## src/rtl/wide_add_seq_if.sv

```systemverilog
// rtl/wide_add_seq_if.sv - request/response bundle for the sequential 64-bit adder.
interface wide_add_seq_if;
    logic        in_valid;
    logic        in_ready;
    logic [63:0] a;
    logic [63:0] b;
    logic        cin;
    logic        sub;
    logic        out_valid;
    logic        out_ready;
    logic [63:0] sum;
    logic        cout;

    modport master (
        output in_valid,
        output a,
        output b,
        output cin,
        output sub,
        output out_ready,
        input  in_ready,
        input  out_valid,
        input  sum,
        input  cout
    );

    modport slave (
        input  in_valid,
        input  a,
        input  b,
        input  cin,
        input  sub,
        input  out_ready,
        output in_ready,
        output out_valid,
        output sum,
        output cout
    );
endinterface

```

## src/rtl/wide_add_seq.sv

```systemverilog
// rtl/wide_add_seq.sv - 64-bit add/subtract computed as four 16-bit slices, one per cycle.
// Optional signed-overflow output ovf is enabled by defining WIDE_ADD_SEQ_OVF_EN.
module wide_add_seq (
    input  logic          clk,
    input  logic          rst,
    wide_add_seq_if.slave bus,
    output logic          busy
`ifdef WIDE_ADD_SEQ_OVF_EN
    ,
    output logic          ovf
`endif
);

    typedef enum logic [1:0] {
        IDLE = 2'd0,
        CALC = 2'd1,
        DONE = 2'd2
    } state_t;

    state_t      state_q, state_d;
    logic [63:0] a_q, a_d;
    logic [63:0] b_q, b_d;
    logic        carry_q, carry_d;
    logic [1:0]  cnt_q, cnt_d;
    logic [63:0] sum_q, sum_d;
    logic        cout_q, cout_d;
    logic        out_valid_q, out_valid_d;
    logic        in_ready_q, in_ready_d;
    logic        busy_q, busy_d;
`ifdef WIDE_ADD_SEQ_OVF_EN
    logic        ovf_q, ovf_d;
`endif

    logic [5:0]  slice_lsb;
    logic [16:0] slice_res;

    // b_q already holds the inverted operand for subtraction, so CALC is a pure add.
    always_comb begin
        state_d     = state_q;
        a_d         = a_q;
        b_d         = b_q;
        carry_d     = carry_q;
        cnt_d       = cnt_q;
        sum_d       = sum_q;
        cout_d      = cout_q;
`ifdef WIDE_ADD_SEQ_OVF_EN
        ovf_d       = ovf_q;
`endif
        slice_lsb   = {cnt_q, 4'h0};
        slice_res   = {1'b0, a_q[slice_lsb +: 16]} + {1'b0, b_q[slice_lsb +: 16]}
                    + {16'h0000, carry_q};

        case (state_q)
            IDLE: begin
                if (bus.in_valid) begin
                    a_d     = bus.a;
                    b_d     = bus.sub ? ~bus.b : bus.b;
                    carry_d = bus.sub | bus.cin;
                    cnt_d   = 2'd0;
                    state_d = CALC;
                end
            end
            CALC: begin
                sum_d[slice_lsb +: 16] = slice_res[15:0];
                carry_d                = slice_res[16];
                if (cnt_q == 2'd3) begin
                    cout_d  = slice_res[16];
`ifdef WIDE_ADD_SEQ_OVF_EN
                    // carry into bit 63 recovered from its sum bit and operand bits
                    ovf_d   = slice_res[16] ^ (slice_res[15] ^ a_q[63] ^ b_q[63]);
`endif
                    state_d = DONE;
                end else begin
                    cnt_d = cnt_q + 2'd1;
                end
            end
            DONE: begin
                if (bus.out_ready) begin
                    state_d = IDLE;
                end
            end
            default: begin
                state_d = IDLE;
            end
        endcase

        out_valid_d = (state_d == DONE);
        in_ready_d  = (state_d == IDLE);
        busy_d      = (state_d != IDLE);
    end

    always_ff @(posedge clk) begin
        if (rst) begin
            state_q     <= IDLE;
            a_q         <= 64'h0;
            b_q         <= 64'h0;
            carry_q     <= 1'b0;
            cnt_q       <= 2'd0;
            sum_q       <= 64'h0;
            cout_q      <= 1'b0;
            out_valid_q <= 1'b0;
            in_ready_q  <= 1'b1;
            busy_q      <= 1'b0;
`ifdef WIDE_ADD_SEQ_OVF_EN
            ovf_q       <= 1'b0;
`endif
        end else begin
            state_q     <= state_d;
            a_q         <= a_d;
            b_q         <= b_d;
            carry_q     <= carry_d;
            cnt_q       <= cnt_d;
            sum_q       <= sum_d;
            cout_q      <= cout_d;
            out_valid_q <= out_valid_d;
            in_ready_q  <= in_ready_d;
            busy_q      <= busy_d;
`ifdef WIDE_ADD_SEQ_OVF_EN
            ovf_q       <= ovf_d;
`endif
        end
    end

    assign bus.in_ready  = in_ready_q;
    assign bus.out_valid = out_valid_q;
    assign bus.sum       = sum_q;
    assign bus.cout      = cout_q;
    assign busy          = busy_q;
`ifdef WIDE_ADD_SEQ_OVF_EN
    assign ovf           = ovf_q;
`endif

endmodule

```

## src/flat_wrapper.sv

```systemverilog
// flat-port wrapper written by rule: the top's interface ports become plain ports
module wide_add_seq_flat 
  (clk, rst, busy, bus_in_valid, bus_a, bus_b, bus_cin, bus_sub, bus_out_ready, bus_in_ready, bus_out_valid, bus_sum, bus_cout);
  wide_add_seq_if bus_i ();
  input  logic clk;
  input  logic rst;
  output logic busy;
  input wire logic [$bits(bus_i.in_valid)-1:0] bus_in_valid;
  input wire logic [$bits(bus_i.a)-1:0] bus_a;
  input wire logic [$bits(bus_i.b)-1:0] bus_b;
  input wire logic [$bits(bus_i.cin)-1:0] bus_cin;
  input wire logic [$bits(bus_i.sub)-1:0] bus_sub;
  input wire logic [$bits(bus_i.out_ready)-1:0] bus_out_ready;
  output wire logic [$bits(bus_i.in_ready)-1:0] bus_in_ready;
  output wire logic [$bits(bus_i.out_valid)-1:0] bus_out_valid;
  output wire logic [$bits(bus_i.sum)-1:0] bus_sum;
  output wire logic [$bits(bus_i.cout)-1:0] bus_cout;
  assign bus_i.in_valid = bus_in_valid;
  assign bus_i.a = bus_a;
  assign bus_i.b = bus_b;
  assign bus_i.cin = bus_cin;
  assign bus_i.sub = bus_sub;
  assign bus_i.out_ready = bus_out_ready;
  assign bus_in_ready = bus_i.in_ready;
  assign bus_out_valid = bus_i.out_valid;
  assign bus_sum = bus_i.sum;
  assign bus_cout = bus_i.cout;
  wide_add_seq u_core (.clk(clk), .rst(rst), .bus(bus_i), .busy(busy));
endmodule
```

## config.mk

```make
export PLATFORM = sky130hd
export DESIGN_NAME = wide_add_seq_flat
export DESIGN_NICKNAME = d
export VERILOG_FILES = /design/src/rtl/wide_add_seq_if.sv /design/src/rtl/wide_add_seq.sv /design/src/flat_wrapper.sv
export SDC_FILE = /design/constraint.sdc
export NUM_CORES = 1
export LEC_CHECK = 0
export ABC_CLOCK_PERIOD_IN_PS = 5500
export CAP_MARGIN = 20
export CORE_MARGIN = 2
export CORE_UTILIZATION = 54
export DETAILED_ROUTE_END_ITERATION = 7
export MAX_ROUTING_LAYER = met4
export PLACE_DENSITY = 0.85
export SETUP_SLACK_MARGIN = 0.15
export SLEW_MARGIN = 25
export SYNTH_ARGS = -nofsm -noshare
export SYNTH_HDL_FRONTEND = slang
export SYNTH_SLANG_ARGS = --single-unit
export TNS_END_PERCENT = 10
```

## constraint.sdc

```tcl
create_clock -name clk -period 5.5 [get_ports clk]
set_clock_uncertainty 0.15 [all_clocks]
set_input_delay 0.55 -clock clk [delete_from_list [all_inputs] [get_ports clk]]
set_output_delay 0.55 -clock clk [all_outputs]
set_load 0.01 [all_outputs]
```

Word level (Yosys, flattened, before mapping)
Cells that the tools add are included.

storage, ports and cells
  register bits after elaboration = 201
  input bits = 134
  output and inout bits = 68
  word-level logic and storage cells = 45

operators by class
  $add $sub $neg = 4
  eq/ne operators = 6
  shift-type cells = 4
  mux-type cells = 11
  bitwise operators = 2
  reduce and logical (&&, ||, !) cells = 8

operators by type and width
  kind                                                                     count
  64-bit by 7-bit indexed part select with 16-bit output                   2
  64-bit bitwise mux                                                       1
  64-bit two-way mux                                                       1
  64-bit inverter                                                          1
  16-bit by 8-bit variable shift with 64-bit output, first input constant  1
  16-bit by 8-bit indexed part select with 64-bit output                   1
  16-bit by 16-bit adder with 17-bit output                                1
  17-bit by 1-bit adder with 17-bit output                                 1
  2-bit two-way mux                                                        5
  6-bit negation with 8-bit output                                         1
  2-bit equality test, second input constant                               3
  2-bit one-hot mux with 3 select lines                                    1
  2-bit AND reduction                                                      3
  2-bit logical NOT                                                        2
  2-bit inequality test, second input constant                             2
  2-bit one-hot mux with 2 select lines                                    1
  2-bit nonzero test                                                       2
  3-bit AND reduction                                                      1
  2-bit by 1-bit adder with 2-bit output, second input constant            1
  2-bit by 1-bit equality test with 1-bit output, second input constant    1
  1-bit one-hot mux with 2 select lines                                    1
  1-bit two-way mux                                                        1
  1-bit OR                                                                 1

Logic depth before layout (Yosys ltp)
Gate-level depths: netlist (run 1).

  depth after elaboration = 5
  mapped depth = 12
  mapped depth without buffers = 10

Least setup slack after synthesis (run 1)
OpenSTA, ideal clock, no wires.

  path type = reg2reg
  start point = register u_core.cnt_q[0]
  end point = register u_core.sum_q[30], in the netlist u_core.bus.sum[30]
  setup time = 0.117 ns
  data arrival time = 3.164 ns
  required time = 5.233 ns
  path slack = 2.069 ns
  cell stages (with the launch flop) = 13
  path buffers = 2
  clock period less this slack = 3.431 ns
  cell sequence = dfxtp_1 buf_2 buf_2 mux4_2 fa_1 inv_1 fa_1 nand2b_1 a21oi_1 o21ai_1 o211ai_1 xor2_1 a22o_1

on the way
  cells in the longest elaborated chain, start to end = 5
  elaborated cells between the ends (all ways) = 8
  classes of those cells = add/sub: 3; shift: 4; mux: 1

ends and longest elaborated chain
  item                                                    line                 RTL
  from (decl)                                             wide_add_seq.sv:24   logic [1:0] cnt_q, cnt_d;
  from (signal assigned)                                  wide_add_seq.sv:112  cnt_q <= cnt_d;
  64-bit by 7-bit indexed part select with 16-bit output  wide_add_seq.sv:50   slice_res = {1'b0, a_q[slice_lsb +: 16]} + {1'b0, b_q[slice_lsb +: 16]}
  16-bit by 16-bit adder with 17-bit output               wide_add_seq.sv:50
  17-bit by 1-bit adder with 17-bit output                wide_add_seq.sv:51   + {16'h0000, carry_q};
  16-bit by 8-bit indexed part select with 64-bit output  wide_add_seq.sv:64   sum_d[slice_lsb +: 16] = slice_res[15:0];
  64-bit bitwise mux *                                    wide_add_seq.sv:64
  to (signal assigned)                                    wide_add_seq.sv:113  sum_q <= sum_d;
  to (decl)                                               wide_add_seq.sv:25   logic [63:0] sum_q, sum_d;

Mark *: on every way between the ends. The rest lies on a longest branch, timed or not.
A chain may end at the register's enable or synchronous reset.

Worst setup path in the final report (run 1)
Same ends and word-level chain as after synthesis.

==> results.md, run 1 <==
* Largest net degree at the start of global routing at 176
* CP Class: reg -> reg
* Worst path top cell family by delay: flip-flops
* Vias/cell at 5.71
* Post-synthesis simple-gate area fraction at 0.133
* GPL Wtd Cong at 0.893
* Later-pin clock latency in the skew report at 0.49 ns
* Clock-pin slew on the worst setup and hold paths at 0.06 ns
* Worst Setup Start Kind: flip-flop
* Pwr dens at 303 nW/µm²
* Post-synthesis net count at 1095
* FMAX at 270 MHz
* Initial Util at 0.558
* GR Overflow Total at 0
* Row count at 46
* Placement Cell Area at 11000 µm²
* Slowest cell on crit path: dfxtp_4
* CTS H-tree lvls at 1
* Chip width at 133 µm
* Worst Path Required at 5.78 ns
* Period minus WS final at 3.70 ns
* Diodes inserted at 0
* Multiplexer share of the synthesized area at 0.0832
* Port bufs at 201
* Synth warn at 0
* Crit path cell chain: buf_4 > mux4_2 > fa_1 > inv_1 > fa_1 > nand2b_1 > a21oi_1 > o21ai_1 > o211ai_1 > xor2_1 > a22o_1
* Synth Instances at 938
* Initial antenna violation count at 0
* Post-CTS Resized at 0
* Max-cap violations at 0
* Total Routing Usage GR at 0.275
* Crit path buf inv count at 2
* Clock Sinks at 201
* Period utilization at 0.673
* Netlist cell types at 52
* Status: completed
* Vias in the first global route at 7052
* Fraction of the mapped netlist area in compound gates at 0.185
* Cell area after synthesis at 8920 µm²
* Final HPWL DP at 17000 µm
* Slew @ Worst Pin at 1.06 ns
* CTS Buf Count at 21
* Finish-stage setup viols at 0
* Setup_tns at 0 ns
* Layout Nets at 1257
* Cts hold-fix bufs at 0
* Post-synthesis sequential area ratio at 0.451
* Setup Buffers After CTS at 0
* Fin area at 11600 µm²
* Share of cells above drive strength 1 at 0.0835
* Static Leak at 4.21 nW
* Most frequent cells in the layout: 199 x clkdlybuf4s50_1, 199 x dfxtp_1, 144 x nand2_1
* Die area at 17600 µm²
* Seq cells post-synth at 201
* Final hold vios at 0
* Final WL at 24000 µm
* Adder-cell area share of the yosys netlist at 0.0339
* I/O Pins at 202
* Fill count at 1193
* CTS tree: built
* Root Driver: clkbuf_16
* Capturing element type of the critical path: flip-flop
* Crit Path Max Fanout at 31
* WL/cell at 18.1 µm
* Pre-Repair DR Iteration Count at 5
* VDD IR max at 0.194 mV
* Initial DRC Count at 634
* Slew HR at 0.296
* Max stage delay on crit path at 0.72 ns
* Chip height at 133 µm
* Combinational family with the most area after synthesis: compound AO/OA/AOI/OAI gates
* Via count at 7590
* Core box area at 16000 µm²
* Clock buffer depth at 3
* XOR/XNOR share of the synthesized area at 0.0756
* Synth Area per Inst at 9.51 µm²
* Critical Path AT at 3.98 ns
* Hold crit path type: reg -> reg
* First-pass GRT wire length at 37900 µm
* RSZ-0062 raised after global routing: no
* # DRC at 0
* Cell mode on critical path: fa_1
* Post-DRT Antenna Nets at 0
* Area Growth Syn to Fin at 30.4%
* Max Slew Vio Count at 0
==> sequential cells by signal, summed over array words and instances, names as in the netlist <==
register,count
u_core.bus.out_valid,1
u_core.bus.sum,64
u_core.cnt_q,2
u_core.busy,1
u_core.bus.in_ready,1
u_core.a_q,64
u_core.state_q,2
u_core.carry_q,1
u_core.bus.cout,1
u_core.b_q,64
==> stage by stage <==
step / worst slack [ns] / power [mW] / utilization / hold slack, ns / cells
finish: 1.80 / 3.52 / 0.727 / 0.305 / 1330
global route: 1.48 / 3.64 / 0.727 / 0.322 / 1330
CTS: 1.42 / 3.53 / 0.727 / 0.305 / 1330
detailed placement: 1.46 / 2.18 / 0.685 / 0.297 / 1293
global placement: 1.54 / 2.16 / 0.685 / 0.290 / 1293
floorplan: 2.07 / 1.95 / - / 0.283 / 938
==> power breakdown <==
| group | total [mW] | switching [mW] | internal (mW) |
|---|---|---|---|
| clock | 1.37 | 0.564 | 0.804 |
| combinational | 0.559 | 0.294 | 0.265 |
| sequential | 1.60 | 0.0629 | 1.53 |
| total | 3.52 | 0.921 | 2.60 |
==> worst paths after layout <==
path                                 from                         endpoint  slack [ns]  depth (start not counted)
max          u_core.cnt_q[0]$_SDFFE_PP0P_  u_core.bus.sum[30]$_SDFFE_PP0P_        1.80                         11
min           u_core.a_q[15]$_SDFFE_PP0P_      u_core.a_q[15]$_SDFFE_PP0P_        0.30                          2
max reg2reg  u_core.cnt_q[0]$_SDFFE_PP0P_  u_core.bus.sum[30]$_SDFFE_PP0P_        1.80                         11
min reg2reg   u_core.a_q[15]$_SDFFE_PP0P_      u_core.a_q[15]$_SDFFE_PP0P_        0.30                          2
==> kinds of logic (layout without fill, tap and decap cells) <==
group,count (synthesis),in the layout
flip-flops,201,201
AND/OR/NAND/NOR,278,278
multiplexers,34,34
AO/OA/AOI/OAI,245,245
buffers and inverters,80,256
XOR/XNOR,77,77
adder cells (fa/ha/maj),23,23
==> final cells by class <==
type / instances / area [µm²] / share of cell area
flip-flops and latches: 201 / 4030 / 0.346
inverters: 15 / 56.3 / 0.00484
clock buffers: 29 / 596 / 0.0512
multi-input cells: 657 / 4570 / 0.393
well taps: 216 / 270 / 0.0232
clock inverters: 8 / 68.8 / 0.00592
repair buffers: 204 / 2040 / 0.176
==> synthesized netlist by cell type, drive strengths merged <==
library cell    n  area share
o21bai          3      0.0025
a21o            5      0.0042
or2             1     0.00070
and3            1     0.00070
a211oi         66       0.056
nor2          107       0.045
and2b           2      0.0018
or3             1     0.00070
o21ai          11      0.0066
mux2            1      0.0013
xnor2          71       0.070
a31o            1     0.00098
a22oi          30       0.025
nor4            2      0.0048
a31oi           2      0.0021
xor2            6      0.0059
clkbuf         36       0.015
a221o           1      0.0011
fa              2      0.0045
mux2i           1      0.0011
ha             21       0.029
mux4           32       0.081
o211ai          5      0.0048
a22o           32       0.031
nand4           2      0.0014
or3b            1     0.00098
a311oi          1     0.00098
buf            29       0.017
nor3            5      0.0052
nor2b           1     0.00070
and2            1     0.00070
dfxtp         201        0.45
nor4b           1      0.0027
nand2b          4      0.0028
inv            15      0.0063
nand2         148       0.064
a21oi          88       0.049
nand3           1     0.00056
==> worst register-to-register path, cell delays in order (launching register included) <==
cell and delay, ns:
dfxtp_4 0.72, buf_4 0.35, mux4_2 0.55, fa_1 0.44
inv_1 0.09, fa_1 0.19, nand2b_1 0.14, a21oi_1 0.12
o21ai_1 0.25, o211ai_1 0.15, xor2_1 0.31, a22o_1 0.19
==> layer usage <==
metal	GRT usage	part of all wire	routed length (µm)
met4	0.0597	0.021	493
met5	-	0	0
met2	0.428	0.46	11100
met1	0.381	0.44	10600
met3	0.0425	0.081	1940
Note: power is estimated with default switching activity, not from simulation.
==> run 2, diff against run 1 <==
- ABC_CLOCK_PERIOD_IN_PS: 5500 -> 3700
- CORE_UTILIZATION: 54 -> 51
- PLACE_DENSITY: 0.85 -> 0.81
- clock period: 5.5 -> 3.7 ns (I/O delays scaled with it)
==> run 2 against run 1 <==
Against the previous run: register-to-register slack got worse by 1.3 ns; count of clock-buffer cells in the layout decreased by 1; global-route usage shrank 0.33 points; largest power group unchanged; clock power up 52%; die area up 5.7%; largest cell class unchanged; highest routed layer unchanged; sequential share of layout area is 0.32 points lower.
==> results.md, run 2 (synthesized netlist as in run 1, its figures left out) <==
* Status: completed
* Static Leak at 4.25 nW (+0.95%)
* Share of cells above drive strength 1 at 0.0868 (+0.00336)
* Final HPWL DP at 17700 µm (+3.6%)
* Capturing element type of the critical path: flip-flop
* Max stage delay on crit path at 0.54 ns (-0.18 ns)
* Slew HR at 0.297 (+0.00164)
* CTS H-tree lvls at 1 (unchanged)
* Initial DRC Count at 613 (-3.3%)
* Setup_tns at 0 ns (unchanged)
* Layout Nets at 1262 (+0.40%)
* Critical Path AT at 3.49 ns (-0.49 ns)
* Slowest cell on crit path: dfxtp_4
* RSZ-0062 raised after global routing: no
* Vias/cell at 5.62 (-1.6%)
* Pwr dens at 451 nW/µm² (+49%)
* Worst Setup Start Kind: flip-flop
* Total Routing Usage GR at 0.271 (-0.00331)
* VDD IR max at 0.313 mV (+61%)
* # DRC at 0 (unchanged)
* Crit Path Max Fanout at 16 (-48%)
* Area occupied by multi-input gates at 4570 µm² (unchanged)
* Register area at 4030 µm² (unchanged)
* Max Slew Vio Count at 0 (unchanged)
* GR Overflow Total at 0 (unchanged)
* Final WL at 24200 µm (+0.76%)
* Chip width at 136 µm (+2.8%)
* Clock Sinks at 201 (unchanged)
* Placed Cells at 1308 (+1.2%)
* FMAX at 311 MHz (+15%)
* Hold crit path type: in -> reg
* I/O Pins at 202 (unchanged)
* Most frequent cells in the layout: 199 x clkdlybuf4s50_1, 199 x dfxtp_1, 144 x nand2_1
* Period minus WS final at 3.21 ns (-0.488 ns)
* Final Non-Filler Cells at 1342 (+0.90%)
* Finish-stage setup viols at 0 (unchanged)
* Max-cap violations at 0 (unchanged)
* FF-to-FF setup slack at 0.49 ns (-1.31 ns)
* Diodes inserted at 0 (unchanged)
* Final Hold Slack at 0.276 ns (-0.0295 ns)
* Crit path cell chain: buf_4 > mux4_2 > ha_1 > o211ai_1 > a21oi_1 > o211ai_1 > a21oi_1 > xor2_1 > a22o_1
* Pre-Repair DR Iteration Count at 4 (-1)
* Initial Util at 0.519 (-0.0382)
* GPL Wtd Cong at 0.913 (+2.2%)
* CTS tree: built
* Later-pin clock latency in the skew report at 0.49 ns (about the same)
* WL/cell at 18.1 µm (-0.14%)
* Clock buffer depth at 3 (unchanged)
* Crit path buf inv count at 1 (-1)
* Largest net degree at the start of global routing at 108 (-39%)
* Slew @ Worst Pin at 1.05 ns (-0.00246 ns)
* CP Class: reg -> reg
* Post-DRT Antenna Nets at 0 (unchanged)
* Clock-pin slew on the worst setup and hold paths at 0.06 ns (about the same)
* Period utilization at 0.868 (+0.196)
* First-pass GRT wire length at 38500 µm (+1.5%)
* Root Driver: clkbuf_16
* Chip height at 136 µm (+2.8%)
* Initial antenna violation count at 0 (unchanged)
* Worst path top cell family by delay: compound AO/OA/AOI/OAI gates
* Row count at 48 (+4.3%)
* Area Growth Syn to Fin at 31.6%
* Vias in the first global route at 7243 (+2.7%)
* Via count at 7536 (-0.71%)
* Core box area at 17200 µm² (+7.4%)
* Worst Path Required at 3.97 ns (-1.81 ns)
* Die area at 18600 µm² (+5.7%)
* Fill count at 1355 (+14%)
* CTS Buf Count at 20 (-4.8%)
* Final hold vios at 0 (unchanged)
* Port bufs at 201 (unchanged)
* Setup Buffers After CTS at 0 (unchanged)
[run 2: where the power goes]
group          leakage (nW)  switching, mW  internal, mW  total (mW)
sequential             1.65         0.0947          2.28        2.38
combinational          2.27          0.439         0.403       0.842
clock                 0.332          0.824          1.26        2.08
[run 2: path summary, 6_finish.rpt]
check / cells after the start / end / startpoint
worst max-delay path: 9 / u_core.bus.sum[60]$_SDFFE_PP0P_ / u_core.cnt_q[0]$_SDFFE_PP0P_
worst min-delay path: 2 / u_core.bus.sum[54]$_SDFFE_PP0P_ / rst
worst max register to register: 9 / u_core.bus.sum[60]$_SDFFE_PP0P_ / u_core.cnt_q[0]$_SDFFE_PP0P_
worst min register to register: 2 / u_core.a_q[54]$_SDFFE_PP0P_ / u_core.a_q[54]$_SDFFE_PP0P_
[run 2: final cells by class]
| class | count | share of cell area |
|---|---|---|
| inverters | 15 | 0.00480 |
| multi-input cells | 657 | 0.389 |
| clock buffers | 28 | 0.0504 |
| repair buffers | 210 | 0.181 |
| well taps | 225 | 0.0240 |
| clock inverters | 6 | 0.00736 |
| flip-flops and latches | 201 | 0.343 |
[run 2: what timing repair did]
action | 4_1_cts | 5_1_grt
resized for setup | 0 | 1
setup endpoints to repair | 0 | 26
hold buffers | 0 | 0
[run 2: layer usage]
metal | routed length [µm] | vias up | GRT usage
met5 | 0 | - | -
met4 | 461 | 0 | 0.0619
met3 | 1670 | 27 | 0.0332
met2 | 11100 | 306 | 0.422
met1 | 11000 | 3560 | 0.381
li1 | - | 3643 | -
[run 2: stage by stage]
stage	area (µm²)	util	power, mW	setup WS [ns]
5_1_grt	11700	0.683	5.48	0.208
2_1_floorplan	8920	-	2.90	0.269
6_report	11700	0.683	5.30	0.487
3_3_place_gp	11100	0.643	3.24	0.346
3_5_place_dp	11100	0.644	3.25	0.294
4_1_cts	11700	0.683	5.31	0.280
